File: config.mk
export PLATFORM = sky130hd
export DESIGN_NAME = div_16_seq_flat
export DESIGN_NICKNAME = d
export VERILOG_FILES = /design/src/rtl/div_16_seq_pkg.sv /design/src/rtl/div_16_seq_if.sv /design/src/rtl/div_16_seq_udiv_step.sv /design/src/rtl/div_16_seq.sv /design/src/flat_wrapper.sv
export SDC_FILE = /design/constraint.sdc
export NUM_CORES = 1
export LEC_CHECK = 0
export BUFFER_PORTS_ARGS = -buffer_cell sky130_fd_sc_hd__buf_2
export CORE_UTILIZATION = 33
export CTS_BUF_LIST = sky130_fd_sc_hd__clkbuf_16
export DETAILED_ROUTE_END_ITERATION = 8
export GPL_TIMING_DRIVEN = 0
export MAX_ROUTING_LAYER = met4
export SYNTH_ARGS = -nofsm -noshare
export SYNTH_HDL_FRONTEND = slang
export SYNTH_HIERARCHICAL = 1
export SYNTH_SLANG_ARGS = --single-unit
File: constraint.sdc
create_clock -name clk -period 3.51 [get_ports clk]
set_input_delay 0.1755 -clock clk [delete_from_list [all_inputs] [get_ports clk]]
set_output_delay 0.1755 -clock clk [all_outputs]
set_load 0.005 [all_outputs]
File: src/rtl/div_16_seq_pkg.sv
`default_nettype none
// +-----------------------------------------------------------------------------
// | div_16_seq_pkg : shared constants and types for the fixed-point divider
// | Rev 1.0
// +-----------------------------------------------------------------------------
package div_16_seq_pkg;

  localparam int WIDTH_DEF = 16;
  localparam int FRAC_DEF  = 15;

  localparam logic [15:0] Q_MAX = 16'h7FFF;
  localparam logic [15:0] Q_MIN = 16'h8000;

  localparam logic [1:0] ST_IDLE = 2'd0;
  localparam logic [1:0] ST_CALC = 2'd1;
  localparam logic [1:0] ST_DONE = 2'd2;

  typedef struct packed {
    logic [15:0] q;
    logic        dz;
    logic        ovf;
  } div_res_t;

endpackage
`default_nettype wire

File: src/rtl/div_16_seq_if.sv
`default_nettype none
// +-----------------------------------------------------------------------------
// | div_16_seq_if : operand/result handshake bundle for div_16_seq
// | Rev 1.0
// +-----------------------------------------------------------------------------
interface div_16_seq_if
  import div_16_seq_pkg::*;
#(
  parameter int WIDTH = WIDTH_DEF
);

  logic             in_valid;
  logic             in_ready;
  logic [WIDTH-1:0] a;
  logic [WIDTH-1:0] b;
  logic             out_valid;
  logic             out_ready;
  logic [WIDTH-1:0] q;
  logic             dz;
  logic             ovf;

  modport master (
    output in_valid, a, b, out_ready,
    input  in_ready, out_valid, q, dz, ovf
  );

  modport slave (
    input  in_valid, a, b, out_ready,
    output in_ready, out_valid, q, dz, ovf
  );

endinterface
`default_nettype wire

File: src/rtl/div_16_seq_udiv_step.sv
`default_nettype none
// +-----------------------------------------------------------------------------
// | div_16_seq_udiv_step : one restoring-division iteration (compare/subtract)
// | Rev 1.0
// +-----------------------------------------------------------------------------
module div_16_seq_udiv_step
  import div_16_seq_pkg::*;
#(
  parameter int WIDTH = WIDTH_DEF
) (
  input  logic [WIDTH-1:0] rem,
  input  logic             din,
  input  logic [WIDTH-1:0] divisor,
  output logic [WIDTH-1:0] rem_next,
  output logic             qbit
);

  logic [WIDTH:0] w_trial;
  logic [WIDTH:0] w_diff;

  assign w_trial = {rem, din};
  assign w_diff  = w_trial - {1'b0, divisor};
  assign qbit    = (w_trial >= {1'b0, divisor});

  // The kept remainder is always below the divisor, so it fits in WIDTH bits.
  assign rem_next = qbit ? w_diff[WIDTH-1:0] : w_trial[WIDTH-1:0];

endmodule
`default_nettype wire

File: src/rtl/div_16_seq.sv
`default_nettype none
// +-----------------------------------------------------------------------------
// | div_16_seq : sequential signed Qm.FRAC divider, q = (a << FRAC) / b, saturating
// | Rev 1.0
// +-----------------------------------------------------------------------------
module div_16_seq
  import div_16_seq_pkg::*;
#(
  parameter int WIDTH = WIDTH_DEF,
  parameter int FRAC  = FRAC_DEF
) (
  input  logic         clk,
  input  logic         rst_n,
  div_16_seq_if.slave  bus
);

  localparam int                ITER    = WIDTH + FRAC;
  localparam int                CW      = $clog2(ITER + 1);
  localparam logic [CW-1:0]     LAST    = CW'(ITER);
  localparam logic [WIDTH-1:0]  QMAX    = {1'b0, {(WIDTH-1){1'b1}}};
  localparam logic [WIDTH-1:0]  QMIN    = {1'b1, {(WIDTH-1){1'b0}}};
  localparam logic [ITER-1:0]   POS_LIM = ITER'(QMAX);
  localparam logic [ITER-1:0]   NEG_LIM = ITER'(QMIN);

  logic [1:0]       r_state;
  logic [CW-1:0]    r_cnt;
  logic [ITER-1:0]  r_dq;
  logic [WIDTH-1:0] r_rem;
  logic [WIDTH-1:0] r_div;
  logic             r_neg;
  logic             r_a_neg;
  logic             r_dz_cap;
  logic [WIDTH-1:0] r_q;
  logic             r_dz;
  logic             r_ovf;
  logic             r_out_valid;

  logic [WIDTH-1:0] w_a_mag;
  logic [WIDTH-1:0] w_b_mag;
  logic [WIDTH-1:0] w_rem_next;
  logic             w_qbit;
  logic [WIDTH-1:0] w_q_fin;
  logic             w_ovf_fin;

  assign w_a_mag = bus.a[WIDTH-1] ? -bus.a : bus.a;
  assign w_b_mag = bus.b[WIDTH-1] ? -bus.b : bus.b;

  // r_dq starts as the shifted dividend; quotient bits shift in from the LSB.
  div_16_seq_udiv_step #(
    .WIDTH (WIDTH)
  ) u_step (
    .rem      (r_rem),
    .din      (r_dq[ITER-1]),
    .divisor  (r_div),
    .rem_next (w_rem_next),
    .qbit     (w_qbit)
  );

  always_comb begin
    w_q_fin   = QMAX;
    w_ovf_fin = 1'b0;
    if (r_dz_cap) begin
      w_q_fin = r_a_neg ? QMIN : QMAX;
    end else if (!r_neg) begin
      if (r_dq > POS_LIM) begin
        w_q_fin   = QMAX;
        w_ovf_fin = 1'b1;
      end else begin
        w_q_fin = r_dq[WIDTH-1:0];
      end
    end else begin
      if (r_dq > NEG_LIM) begin
        w_q_fin   = QMIN;
        w_ovf_fin = 1'b1;
      end else begin
        w_q_fin = -r_dq[WIDTH-1:0];
      end
    end
  end

  always_ff @(posedge clk or negedge rst_n) begin
    if (!rst_n) begin
      r_state     <= ST_IDLE;
      r_cnt       <= '0;
      r_dq        <= '0;
      r_rem       <= '0;
      r_div       <= '0;
      r_neg       <= 1'b0;
      r_a_neg     <= 1'b0;
      r_dz_cap    <= 1'b0;
      r_q         <= '0;
      r_dz        <= 1'b0;
      r_ovf       <= 1'b0;
      r_out_valid <= 1'b0;
    end else begin
      case (r_state)
        ST_IDLE: begin
          if (bus.in_valid) begin
            r_neg    <= bus.a[WIDTH-1] ^ bus.b[WIDTH-1];
            r_a_neg  <= bus.a[WIDTH-1];
            r_div    <= w_b_mag;
            r_dz_cap <= (bus.b == '0);
            r_dq     <= {w_a_mag, {FRAC{1'b0}}};
            r_rem    <= '0;
            r_cnt    <= '0;
            r_state  <= ST_CALC;
          end
        end
        ST_CALC: begin
          // ITER shift cycles, then one cycle to register the saturated result.
          if (r_cnt == LAST) begin
            r_q         <= w_q_fin;
            r_dz        <= r_dz_cap;
            r_ovf       <= w_ovf_fin;
            r_out_valid <= 1'b1;
            r_state     <= ST_DONE;
          end else begin
            r_rem <= w_rem_next;
            r_dq  <= {r_dq[ITER-2:0], w_qbit};
            r_cnt <= r_cnt + CW'(1);
          end
        end
        ST_DONE: begin
          if (bus.out_ready) begin
            r_out_valid <= 1'b0;
            r_state     <= ST_IDLE;
          end
        end
        default: begin
          r_out_valid <= 1'b0;
          r_state     <= ST_IDLE;
        end
      endcase
    end
  end

  assign bus.in_ready  = (r_state == ST_IDLE);
  assign bus.out_valid = r_out_valid;
  assign bus.q         = r_q;
  assign bus.dz        = r_dz;
  assign bus.ovf       = r_ovf;

endmodule
`default_nettype wire

File: src/flat_wrapper.sv
// flat-port wrapper written by rule: the top's interface ports become plain ports
module div_16_seq_flat import div_16_seq_pkg::*;
#(
  parameter int WIDTH = WIDTH_DEF,
  parameter int FRAC  = FRAC_DEF
)
  (clk, rst_n, bus_in_valid, bus_a, bus_b, bus_out_ready, bus_in_ready, bus_out_valid, bus_q, bus_dz, bus_ovf);
  div_16_seq_if #(.WIDTH(WIDTH)) bus_i ();
  input  logic clk;
  input  logic rst_n;
  input wire logic [$bits(bus_i.in_valid)-1:0] bus_in_valid;
  input wire logic [$bits(bus_i.a)-1:0] bus_a;
  input wire logic [$bits(bus_i.b)-1:0] bus_b;
  input wire logic [$bits(bus_i.out_ready)-1:0] bus_out_ready;
  output wire logic [$bits(bus_i.in_ready)-1:0] bus_in_ready;
  output wire logic [$bits(bus_i.out_valid)-1:0] bus_out_valid;
  output wire logic [$bits(bus_i.q)-1:0] bus_q;
  output wire logic [$bits(bus_i.dz)-1:0] bus_dz;
  output wire logic [$bits(bus_i.ovf)-1:0] bus_ovf;
  assign bus_i.in_valid = bus_in_valid;
  assign bus_i.a = bus_a;
  assign bus_i.b = bus_b;
  assign bus_i.out_ready = bus_out_ready;
  assign bus_in_ready = bus_i.in_ready;
  assign bus_out_valid = bus_i.out_valid;
  assign bus_q = bus_i.q;
  assign bus_dz = bus_i.dz;
  assign bus_ovf = bus_i.ovf;
  div_16_seq #(.WIDTH(WIDTH), .FRAC(FRAC)) u_core (.clk(clk), .rst_n(rst_n), .bus(bus_i));
endmodule
Yosys cells after proc, flatten, opt, wreduce, memory -nomap -nowiden
Index checks and enable logic that the tools add are counted.
{"block": "classes", "order_cmp": 3, "eq_ne": 7, "addsub": 5, "bitwise": 2, "n_reduce_logical": 8, "mux": 28}
{"operator": "16-bit two-way mux", "count": 10}
{"operator": "31-bit two-way mux", "count": 2}
{"operator": "31-bit one-hot mux with 2 select lines", "count": 1}
{"operator": "16-bit negation", "count": 3}
{"operator": "16-bit one-hot mux with 2 select lines", "count": 1}
{"operator": "31-bit by 15-bit > comparator with 1-bit output (second input constant)", "count": 1}
{"operator": "31-bit by 16-bit > comparator with 1-bit output (second input constant)", "count": 1}
{"operator": "17-bit by 16-bit >= comparator with 1-bit output", "count": 1}
{"operator": "16-bit zero test", "count": 1}
{"operator": "16-bit subtractor", "count": 1}
{"operator": "5-bit two-way mux", "count": 2}
{"operator": "5-bit one-hot mux with 2 select lines", "count": 1}
{"operator": "3-bit AND reduction", "count": 3}
{"operator": "1-bit two-way mux", "count": 6}
{"operator": "2-bit two-way mux", "count": 3}
{"operator": "2-bit inequality test (second input constant)", "count": 3}
{"operator": "2-bit one-hot mux with 3 select lines", "count": 1}
{"operator": "5-bit by 1-bit adder with 5-bit output (second input constant)", "count": 1}
{"operator": "5-bit equality test (second input constant)", "count": 1}
{"operator": "2-bit AND reduction", "count": 2}
{"operator": "1-bit one-hot mux with 3 select lines", "count": 1}
{"operator": "2-bit by 1-bit equality test with 1-bit output (second input constant)", "count": 1}
{"operator": "2-bit equality test (second input constant)", "count": 1}
{"operator": "2-bit zero test", "count": 1}
{"operator": "4 further kinds", "count": 4}
{"block": "totals", "regBits": 92, "output_inout_bits": 20, "in_bits": 36, "word_cells": 65}

Depth between registers and ports, before layout
{"block": "depth", "depth_word": 4, "depth_mapped": 12, "mapped_depth_nobuf": 10}

Modules after synthesis
Netlist, hierarchy kept.
{"mod": "div_16_seq", "instances": 1, "cells_per_inst": 511, "seq_area_each_um2": 2302.2, "area_each_um2": 4903.5}
{"mod": "div_16_seq_udiv_step", "instances": 1, "cells_per_inst": 156, "seq_area_each_um2": 0.0, "area_each_um2": 1164.9}

Least setup slack after synthesis
OpenSTA, ideal clock, no wires.
{"block": "synth_path", "path_type": "register -> register", "startpoint": "register u_core.r_rem[13]", "endpoint": "register u_core.r_rem[10]", "required_time_ns": 3.389, "stages_incl_launch_ff": 12, "n_path_buf": 2, "arrival_time_ns": 2.497, "period_less_slack_ns": 2.618, "slack_ns": 0.892, "setup_ns": 0.121, "path_cell_list": "dfrtp_1 ha_1 buf_6 a21o_1 a211o_1 a41o_1 a31oi_4 o21a_4 inv_4 buf_12 mux2_4 a22o_1"}
{"block": "synth_via", "elab_chain_cells": 4}
{"item": "start, declared", "line": "div_16_seq.sv:28", "rtl": "logic [WIDTH-1:0] r_rem;"}
{"item": "start signal, assigned", "line": "div_16_seq.sv:118", "rtl": "r_rem <= w_rem_next;"}
{"item": "17-bit by 16-bit >= comparator with 1-bit output", "line": "div_16_seq_udiv_step.sv:23", "rtl": "assign qbit = (w_trial >= {1'b0, divisor});"}
{"item": "net u_core.w_qbit", "line": "div_16_seq.sv:41", "rtl": "logic w_qbit;"}
{"item": "16-bit two-way mux", "line": "div_16_seq_udiv_step.sv:26", "rtl": "assign rem_next = qbit ? w_diff[WIDTH-1:0] : w_trial[WIDTH-1:0];"}
{"item": "net u_core.w_rem_next[10]", "line": "div_16_seq.sv:40", "rtl": "logic [WIDTH-1:0] w_rem_next;"}
{"item": "16-bit two-way mux", "line": "div_16_seq.sv:111", "rtl": "if (r_cnt == LAST) begin"}
{"item": "16-bit one-hot mux with 2 select lines", "line": "div_16_seq.sv:96", "rtl": "case (r_state)"}
The timed path passes the listed nets, and every way through them passes these cells. The select of a mux whose other input is x is not followed.
A chain may end at the register's enable or synchronous reset.

Final worst setup path
{"block": "layout_path", "startpoint": "register u_core.r_rem[13]", "endpoint": "register u_core.r_rem[5]"}
The elaborated chain is that of the path after synthesis.

==> metrics <==
status finished clean; Cell Int Power 4.03 mW; footprint of the multi-input gates 0.00343 mm²; CP startpoint kind register; Mapped Nets 726; count leader, synth dfrtp_1; Pwr per Cell Area 985 mW/mm²; Iter 0 DRT Violations 319; highest metal used met4; fill count 1,831; CTS tree built; headroom to the max-slew limit 53.6%; IR Drop Worst-Case VDD 0.000306 V; cell area after layout 0.00696 mm²; P_sw 2.83 mW; GPL Wtd Cong 0.867; Total Nets Final 794; Hold WC Path Type in -> reg; Residual DRC 0; Worst Skew 0.00683 ns; post_cts resized 0; Final ANT Viol Nets 0; clock tree buffer depth 2; P_leak 3.03 nW; Via Count 5,212; total grt overflow 0; Setup crit end kind register; Slew Viols, Final 0; final wirelength 15,300 µm; Cell Chain, Critical Path ha_1 > buf_6 > a21o_1 > a211o_1 > a41o_1 > a31oi_4 > o21a_4 > inv_4 > buf_12 > mux2_4 > a22o_1; critical path class reg -> reg; Rows 49; GRT Total Usage 17.6%; number of global-route vias before repair 4,986; fmax 0.354 GHz; WL/cell 15.8 µm; hpwl dp 11,400 µm; Warnings, synthesis 6; Post-Layout Cell Count 968; Post-Place Cells 952; vias per inst 5.38; met3 WL post-DR 497 µm; CTS HTree Levels 3; Async SR Flop Fraction 100%; Initial Utilization 33.8%; top post-synthesis cells by area dfrtp_1 38%, ha_1 4.5%, a22o_1 4.5%, nand2_1 3.9%, xor2_1 3.8%; die extent in x 138 µm; CP Data Arrival Time 3.07 ns; Tot Pwr 6.86 mW; synthesized area 0.00607 mm²; Die H 138 µm; Comb pwr share 57.7%; power share of the clock group 14.3%; clock transition at the registers of the reported paths 0.07 ns; Syn Area/Cell 9.10 µm²; placed cell area 0.00666 mm²; Area Growth Syn to Fin 14.6%; first-pass GRT wire length 25,200 µm; Synth top cells by count 92 x dfrtp_1, 63 x nand2_1, 39 x nor2_1, 36 x a21oi_1, 36 x o21ai_0; Synth top area share 37.9%; clk sinks 92; slew of the pin with the lowest slew margin 0.691 ns; antenna violations before repair 0; part of the power in registers 28.0%; number of synthesized flops with an enable pin 0; layout cells sized above 1 14.6%; FF+latch area 0.00230 mm²; largest net degree at the start of global routing 59; ys flop type dfrtp_1; Max stage delay on crit path 0.41 ns; Post-CTS Setup Inserts 0; drt pass-1 iters 5; Final TNS setup 0 ns; FF+latch count, synth 92; slowest stage cell, crit path dfrtp_1; Synth cell types 73; min cycle time layout 2.83 ns; CTS Buf Count 9; met2 wire len 6880 µm; post-synthesis sequential area ratio 37.9%; Syn Inst Count 667; CP Data Required Time 3.75 ns; period utilization 80.6%; Final setup viols 0; boundary pin count 56; die area 0.0189 mm²; worst-skew pair later-pin latency 0.35 ns; RSZ-0062 raised after global routing no; clk root buf clkbuf_16; Final Hold Viols 0; port buffer count 55; core area 0.0180 mm²; dominant cell type by area after synthesis dfrtp_1; CP max FO 10; Metal-1 WL 7730 µm; Max Cap Violations 0; # diodes 0; Sw Ratio 41.2%
cell type report:
class | count | area share [%]
Clock buffer | 9 | 3.24
Multi-Input combinational cell | 494 | 49.2
Timing Repair Buffer | 57 | 4.53
Clock inverter | 6 | 0.881
Tap cell | 229 | 4.12
Buffer | 44 | 2.86
Sequential cell | 92 | 33.1
Inverter | 37 | 2.03
cell usage in the layout (no fill, tap or decap), types with 7 or more instances in the layout:
cell / netlist / final
a211oi_1: 7 / 7
a21oi_1: 36 / 36
a22o_1: 31 / 31
buf_2: 7 / 61
clkbuf_1: 34 / 34
clkbuf_16: 0 / 9
dfrtp_1: 92 / 92
ha_1: 22 / 22
inv_1: 35 / 35
mux2_4: 8 / 8
mux2i_1: 8 / 8
nand2_1: 63 / 63
nand3_1: 9 / 9
nand4_1: 12 / 12
nor2_1: 39 / 39
nor3_1: 7 / 7
nor4_1: 16 / 16
o21ai_0: 36 / 36
o21ai_1: 22 / 22
o31ai_1: 8 / 8
o41ai_1: 8 / 8
or4_1: 7 / 7
xnor2_1: 18 / 18
xor2_1: 26 / 26
metrics by stage:
stage	hold WS [ns]	setup WS (ns)	util [%]
global placement	0.413	0.711	36.9
floorplan	-0.120	0.892	-
detailed placement	0.172	0.710	37.1
global route	0.0518	0.533	38.7
CTS	0.0308	0.681	38.7
finish	0.0370	0.682	38.7
path summary, 6_finish.rpt:
kind | depth (start not counted) | start | slack [ns] | end
worst max-delay path | 11 | u_core/r_rem[13] | 0.68 | u_core/r_rem[5]
worst min-delay path | 2 | bus_out_ready | 0.04 | u_core/r_state[1]
worst max register to register | 11 | u_core/r_rem[13] | 0.68 | u_core/r_rem[5]
worst min register to register | 2 | u_core/bus.ovf | 0.47 | u_core/bus.ovf
max in group asynchronous | 3 | rst_n | 2.54 | u_core/r_div[4]
min in group asynchronous | 2 | rst_n | 0.32 | u_core/bus.q[5]
logic make-up (layout without fill, tap and decap cells):
logic type | after synthesis | count (layout) | share of synthesized area, %
xor gates and xnor gates | 44 | 44 | 6.35
adders and majority gates | 23 | 23 | 4.87
DFF | 92 | 92 | 37.9
buffers and inverters | 81 | 153 | 5.61
AOI/OAI and AO/OA | 207 | 207 | 23.5
and+or+nand+nor | 197 | 197 | 17.1
muxes | 23 | 23 | 4.60
what timing repair did:
item	CTS	global route
setup endpoints to repair	0	0
hold buffers	1	0
hold endpoints to repair	34	0
layer usage:
metal | track usage, % | up-vias
met1 | 24.3 | 2501
li1 | - | 2587
met5 | - | -
met3 | 2.35 | 18
met4 | 6.04 | 0
met2 | 26.2 | 106
worst max-delay path: cells and delay by family, from the launching register on:
family,cells,cell delay [ns]
compound gates,6,1.35
buf+inv,3,0.35
fa+ha+maj,1,0.31
flops,1,0.41
mux,1,0.30
power by group through the flow:
stage               Combinational, mW  Clock (mW)  Sequential (mW)
floorplan                        3.17           0             1.84
global placement                 3.90           0             1.93
detailed placement               3.95           0             1.93
CTS                              3.97        1.01             1.92
global route                     4.46        1.04             1.99
finish                           3.96       0.980             1.92
sequential cells by signal (all words and copies together), names as in the netlist:
signal and count:
u_core/r_div 16, u_core/r_cnt 5, u_core/bus.q 16, u_core/bus.out_valid 1
u_core/r_state 2, u_core/bus.dz 1, u_core/bus.ovf 1, u_core/r_rem 16
u_core/r_dq 31, u_core/r_dz_cap 1, u_core/r_neg 1, u_core/r_a_neg 1
(Power assumes the default switching activity.)
